[src/rtl/uart_rx_tx_pkg.sv]
// Shared types and constants for the 8N1 UART transmit and receive paths.
package uart_rx_tx_pkg;

  localparam int DEFAULT_CLKS_PER_BIT = 521;

  localparam logic START_BIT = 1'b0;
  localparam logic STOP_BIT  = 1'b1;

  typedef enum logic [1:0] {
    TX_IDLE,
    TX_START,
    TX_DATA,
    TX_STOP
  } tx_state_t;

  typedef enum logic [2:0] {
    RX_IDLE,
    RX_START,
    RX_DATA,
    RX_STOP,
    RX_CLEANUP
  } rx_state_t;

endpackage

[src/rtl/uart_rx_tx_rx_path.sv]
// 8N1 deserialiser: synchronises the line, qualifies the start bit at mid-bit, samples data mid-bit.
module uart_rx_path
  import uart_rx_tx_pkg::*;
#(
  parameter int CLKS_PER_BIT = DEFAULT_CLKS_PER_BIT
) (
  input  logic       clk,
  input  logic       rst_n,
  input  logic       serial,
  output logic [7:0] data,
  output logic       valid
);

  localparam int CW = $clog2(CLKS_PER_BIT);
  localparam logic [CW-1:0] LAST_CNT = CW'(CLKS_PER_BIT - 1);
  localparam logic [CW-1:0] HALF_CNT = CW'((CLKS_PER_BIT - 1) / 2);

  rx_state_t     state;
  rx_state_t     state_nxt;
  logic [1:0]    sync;
  logic          rx_s;
  logic [CW-1:0] cnt;
  logic [2:0]    idx;
  logic [7:0]    shift;
  logic          half_hit;
  logic          bit_end;
  logic          cnt_clr;
  logic          sample_bit;
  logic          load_out;

  // Synchroniser resets to the idle level so a reset never looks like a start bit.
  always_ff @(posedge clk) begin
    if (!rst_n) begin
      sync <= 2'b11;
    end else begin
      sync <= {sync[0], serial};
    end
  end

  assign rx_s     = sync[1];
  assign half_hit = (cnt == HALF_CNT);
  assign bit_end  = (cnt == LAST_CNT);

  always_ff @(posedge clk) begin
    if (!rst_n) begin
      state <= RX_IDLE;
    end else begin
      state <= state_nxt;
    end
  end

  always_comb begin
    state_nxt = state;
    unique case (state)
      RX_IDLE:    if (rx_s == START_BIT) state_nxt = RX_START;
      RX_START:   if (half_hit) state_nxt = (rx_s == START_BIT) ? RX_DATA : RX_IDLE;
      RX_DATA:    if (bit_end && idx == 3'd7) state_nxt = RX_STOP;
      RX_STOP:    if (bit_end) state_nxt = RX_CLEANUP;
      RX_CLEANUP: state_nxt = RX_IDLE;
      default:    state_nxt = RX_IDLE;
    endcase
  end

  always_comb begin
    cnt_clr    = 1'b1;
    sample_bit = 1'b0;
    load_out   = 1'b0;
    unique case (state)
      RX_START: cnt_clr = half_hit;
      RX_DATA: begin
        cnt_clr    = bit_end;
        sample_bit = bit_end;
      end
      RX_STOP: begin
        cnt_clr  = bit_end;
        load_out = bit_end && (rx_s == STOP_BIT);
      end
      default: cnt_clr = 1'b1;
    endcase
  end

  // A framing error simply never asserts load_out, leaving data untouched.
  always_ff @(posedge clk) begin
    if (!rst_n) begin
      cnt   <= '0;
      idx   <= '0;
      shift <= '0;
      data  <= '0;
      valid <= 1'b0;
    end else begin
      cnt   <= cnt_clr ? '0 : cnt + 1'b1;
      valid <= load_out;
      if (state == RX_IDLE) begin
        idx <= '0;
      end else if (sample_bit) begin
        shift[idx] <= rx_s;
        idx        <= idx + 3'd1;
      end
      if (load_out) begin
        data <= shift;
      end
    end
  end

endmodule

[src/rtl/uart_rx_tx_tx_path.sv]
// Free-running 8N1 serialiser: one IDLE cycle latches the byte, then start, 8 data bits LSB first, stop.
module uart_tx_path
  import uart_rx_tx_pkg::*;
#(
  parameter int CLKS_PER_BIT = DEFAULT_CLKS_PER_BIT
) (
  input  logic       clk,
  input  logic       rst_n,
  input  logic [7:0] data,
  output logic       serial,
  output logic       done
);

  localparam int CW = $clog2(CLKS_PER_BIT);
  localparam logic [CW-1:0] LAST_CNT = CW'(CLKS_PER_BIT - 1);

  tx_state_t     state;
  tx_state_t     state_nxt;
  logic [CW-1:0] cnt;
  logic [2:0]    idx;
  logic [7:0]    shift;
  logic          bit_end;

  assign bit_end = (cnt == LAST_CNT);

  always_ff @(posedge clk) begin
    if (!rst_n) begin
      state <= TX_IDLE;
    end else begin
      state <= state_nxt;
    end
  end

  always_comb begin
    state_nxt = state;
    unique case (state)
      TX_IDLE:  state_nxt = TX_START;
      TX_START: if (bit_end) state_nxt = TX_DATA;
      TX_DATA:  if (bit_end && idx == 3'd7) state_nxt = TX_STOP;
      TX_STOP:  if (bit_end) state_nxt = TX_IDLE;
      default:  state_nxt = TX_IDLE;
    endcase
  end

  // The bit index wraps from 7 back to 0 on leaving DATA, so no explicit clear is needed.
  always_ff @(posedge clk) begin
    if (!rst_n) begin
      cnt   <= '0;
      idx   <= '0;
      shift <= '0;
    end else begin
      if (state == TX_IDLE) begin
        shift <= data;
      end
      if (state == TX_IDLE || bit_end) begin
        cnt <= '0;
      end else begin
        cnt <= cnt + 1'b1;
      end
      if (state == TX_DATA && bit_end) begin
        idx <= idx + 3'd1;
      end
    end
  end

  always_comb begin
    serial = STOP_BIT;
    done   = 1'b0;
    unique case (state)
      TX_START: serial = START_BIT;
      TX_DATA:  serial = shift[idx];
      TX_STOP:  done   = bit_end;
      default:  serial = STOP_BIT;
    endcase
  end

endmodule

[src/rtl/uart_rx_tx.sv]
// 8N1 UART with independent free-running transmitter and receiver; CLKS_PER_BIT must be at least 4.
module uart_rx_tx
  import uart_rx_tx_pkg::*;
#(
  parameter int CLKS_PER_BIT = DEFAULT_CLKS_PER_BIT
) (
  input  logic       i_clk,
  input  logic       rst_n,
  input  logic [7:0] tx_in,
  output logic       tx_out,
  output logic       tx_done,
  input  logic       rx_in,
  output logic [7:0] rx_out,
  output logic       rx_valid
);

  uart_tx_path #(
    .CLKS_PER_BIT(CLKS_PER_BIT)
  ) u_tx (
    .clk   (i_clk),
    .rst_n (rst_n),
    .data  (tx_in),
    .serial(tx_out),
    .done  (tx_done)
  );

  // rx_valid is a one-cycle strobe with no back-pressure: rx_out is updated in the same
  // cycle and then holds until the next good frame, so a consumer may sample it any time.
  uart_rx_path #(
    .CLKS_PER_BIT(CLKS_PER_BIT)
  ) u_rx (
    .clk   (i_clk),
    .rst_n (rst_n),
    .serial(rx_in),
    .data  (rx_out),
    .valid (rx_valid)
  );

endmodule

[config.mk]
export PLATFORM = sky130hd
export DESIGN_NAME = uart_rx_tx
export DESIGN_NICKNAME = d
export VERILOG_FILES = /design/src/rtl/uart_rx_tx_pkg.sv /design/src/rtl/uart_rx_tx_rx_path.sv /design/src/rtl/uart_rx_tx_tx_path.sv /design/src/rtl/uart_rx_tx.sv
export SDC_FILE = /design/constraint.sdc
export NUM_CORES = 1
export LEC_CHECK = 0
export CORE_UTILIZATION = 35
export CTS_CLUSTER_DIAMETER = 80
export DETAILED_ROUTE_END_ITERATION = 10
export GPL_TIMING_DRIVEN = 1
export PLACE_DENSITY_LB_ADDON = 0.25
export SLEW_MARGIN = 40
export SYNTH_ARGS = -nofsm -noshare
export SYNTH_HDL_FRONTEND = slang
export SYNTH_SLANG_ARGS = --single-unit
[constraint.sdc]
create_clock -name i_clk -period 1.9 [get_ports i_clk]
set_clock_uncertainty 0.05 [all_clocks]
set_input_delay 0.285 -clock i_clk [delete_from_list [all_inputs] [get_ports i_clk]]
set_output_delay 0.285 -clock i_clk [all_outputs]
set_load 0.1 [all_outputs]
==> impl_metrics.yaml <==
die:
  die_h_um: 89.2
  rows: 31
  ios: 22
  start_util: 0.365
  die_w_um: 89.2
  core_area_um2: 7290
  fp.dieArea_um2: 7960
layout:
  post-route-util: 0.463
  area_growth_syn_to_layout_pct: 26.8
  drive_above_1_share: 0.195
  nFillCells: 738
  fin_nets: 353
  fin_cells: 433
  antenna_cells: 0
timing:
  finalHoldViolations: 0
  fin_crit_ps: 1970
  postLayoutSetupSlackWorst_ps: -73.6
  fmax_ghz: 0.507
  maxSlewHeadroom: 0.672
  rsz0062_at_grt: "yes"
  worstMarginPinSlew_ps: 487
  fin_crit_sh: 1.04
  drv_slew: 0
  setup_viol: 1
pwr:
  power.internal_mw: 2.27
  p_sw_frac: 0.280
  p_leak_nw: 1.30
  p_clk_frac: 0.364
  switchingPower_uw: 882
  power_per_cell_area_nw_per_um2: 933
  peakVddDrop_v: 0.000482
  power_frac_comb: 0.204
  power_frac_seq: 0.431
routing:
  dr_total_vias: 2090
  wl_per_cell_um: 12.3
  wl_mm: 5.31
  drc: 0
  first_pass_iters: 4
  drt_iter0_drc: 87
  routed_via_density: 4.83
  antenna_left: 0
yosys:
  synth_cell_type_count: 38
  avgSynthCellArea_um2: 9.09
  netlist_area_um2: 2660
  syn_inst: 293
  ys_seq_elements: 58
  yosysWarnings: 0
  synth_area_leaders: "dfxtp_1 (44%), mux2i_1 (7.9%), nor2_1 (7.3%)"
  yosysTopAreaCell: "dfxtp_1"
  yosysTopAreaCellShare: 0.436
  synth.net_count: 317
  seq_area_frac_synth: 0.436
place:
  dp_hpwl_mm: 3.65
  gp_routability_congestion: 0.725
  dpl_worst_slack_ps: 93.5
  io_buffers: 21
  dp.cells: 412
critical_path:
  path_class: "reg -> out"
  endpoint_kind: "output port"
  cp.required_ps: 1560
  regToRegSetupSlack_ps: 120
  critical_path.startpoint: "u_tx.idx[1]$_SDFFE_PN0P_"
  r2r-start: "u_rx.cnt[2]$_SDFF_PP0_"
  path_max_fanout: 2
  cp.arrival_ps: 1640
  worstSetupStartpointType: "flip-flop"
grt:
  grt_use_total: 0.142
  grt_pass1_vias: 1846
  globalRouteMet3Util: 0.0572
  grt_util_met1: 0.173
  grt_busiest_layer: "met2"
  use_met2: 0.224
  grt_pass1_wl_mm: 8.45
  grt-ovfl-total: 0
  antenna_found_initial: 0
  grt_max_degree: 31
clocking:
  cts_tree: "yes"
  cts_buffers: 9
  root_buffer: "clkbuf_8"
  ctsHoldBuffers: 0
  clock_sinks: 58
  clk_pin_slew_worst_paths_ps: 70
  ctsLongestPathBuffers: 2
  clock_latency_ps: 330
  htree_levels: 3
min_path:
  min_from: "u_rx.sync[0]$_SDFF_PN1_"
  min_path_type: "reg -> reg"
outcome:
  violations: "setup timing"
  status: "finished with violations"
flow_run:
  drv_cap: 0
==> layer usage <==
layer	vias to the layer above	share of wire	wire (µm)
li1	1095	-	-
met1	957	0.48	2550
met2	30	0.47	2480
met3	8	0.038	203
met4	0	0.014	74
met5	-	0	0
==> registers in the layout (all words and copies together), names as in the netlist <==
register,flops
u_tx.state,2
u_rx.cnt,10
u_rx.idx,3
u_rx.valid,1
u_rx.data,8
u_tx.idx,3
u_rx.state,3
u_tx.shift,8
u_rx.sync,2
u_tx.cnt,10
u_rx.shift,8
==> power by group through the flow <==
stage	combinational [mW]	clock [mW]	sequential (mW)
after floorplan	0.444	0	1.36
after global placement	0.596	0	1.38
after detailed placement	0.599	0	1.38
after CTS	0.606	1.19	1.36
after global routing	0.695	1.25	1.37
final	0.643	1.15	1.36
==> cells in the final DEF (no fill, tap or decap), drive strengths merged, types with 3 or more instances in the layout <==
cell	instances
nand3	18
clkbuf	11
buf	28
nor3	4
nor2	52
clkdlybuf4s50	10
dfxtp	58
nor4b	3
nor4	3
nand2b	6
xnor2	13
mux2i	21
a31oi	5
a21oi	11
xor2	5
ha	13
inv	13
nand4	9
nand2	13
clkinv	3
nor4bb	3
o21ai	10
==> cell usage after synthesis <==
| cell | instances |
|---|---|
| clkbuf_1 | 12 |
| nor2_1 | 52 |
| nand2_1 | 13 |
| mux2i_1 | 21 |
| o31a_1 | 1 |
| a2111oi_0 | 1 |
| buf_2 | 1 |
| a31oi_1 | 4 |
| xnor2_1 | 13 |
| o21ai_0 | 9 |
| nand3b_1 | 1 |
| o22ai_1 | 1 |
| nor4bb_1 | 3 |
| mux4_2 | 2 |
| ha_1 | 13 |
| or4_1 | 1 |
| o21a_1 | 1 |
| nor3_1 | 4 |
| nand4_1 | 9 |
| nor2b_1 | 2 |
| a31oi_2 | 1 |
| nand3_1 | 18 |
| inv_1 | 13 |
| and3_1 | 1 |
| nor4b_4 | 1 |
| dfxtp_1 | 58 |
| nor4b_1 | 2 |
| xor2_1 | 5 |
| and4_1 | 2 |
| a21boi_0 | 1 |
| and4b_1 | 2 |
| nor4_1 | 3 |
| o21ai_2 | 1 |
| a21oi_1 | 11 |
| or3b_1 | 1 |
| nand4b_1 | 1 |
| o31ai_1 | 2 |
| nand2b_1 | 6 |
==> metrics by stage <==
stage	cell area [µm²]	setup TNS (ps)	power (mW)	hold slack, ps
3_3_place_gp	3050	0	1.98	345
4_1_cts	3290	-140	3.15	362
2_1_floorplan	2680	0	1.80	336
3_5_place_dp	3050	0	1.98	347
6_report	3380	-73.6	3.15	356
5_1_grt	3380	-198	3.31	400
==> worst paths after layout <==
check	to	depth (start not counted)
min reg2reg	u_rx.sync[1]$_SDFF_PN1_	1
min	u_rx.sync[1]$_SDFF_PN1_	1
max	tx_out	4
max reg2reg	u_rx.state[0]$_SDFFE_PN0P_	4
==> repair_timing <==
item | 4_1_cts | 5_1_grt
setup buffers | 2 | 3
gates resized for setup | 7 | 15
pin swaps | 0 | 3
endpoints found under the setup margin | 2 | 13
==> worst max-delay path: stages, from the launching register on <==
cell and delay (ps):
dfxtp_2 340, mux4_2 520, mux2i_4 180, mux2i_4 100, buf_12 170
==> cell type report <==
| type | count | area [µm²] | share of cell area |
|---|---|---|---|
| multi-input cells | 209 | 1490 | 0.441 |
| inverters | 13 | 48.8 | 0.0145 |
| well taps | 99 | 124 | 0.0367 |
| repair buffers | 38 | 339 | 0.100 |
| flip-flops and latches | 58 | 1170 | 0.347 |
| clock buffers | 11 | 151 | 0.0448 |
| clock inverters | 5 | 52.6 | 0.0156 |
==> kinds of logic after synthesis <==
logic type                 after synthesis  synth area share
DFF                                     58             0.436
xor gates and xnor gates                18            0.0592
muxes                                   23            0.0959
buffers and inverters                   26            0.0371
adders and majority gates               13            0.0611
AOI/OAI and AO/OA                       33            0.0752
and+or+nand+nor                        122             0.235
Note: power is estimated with default switching activity, not from simulation.
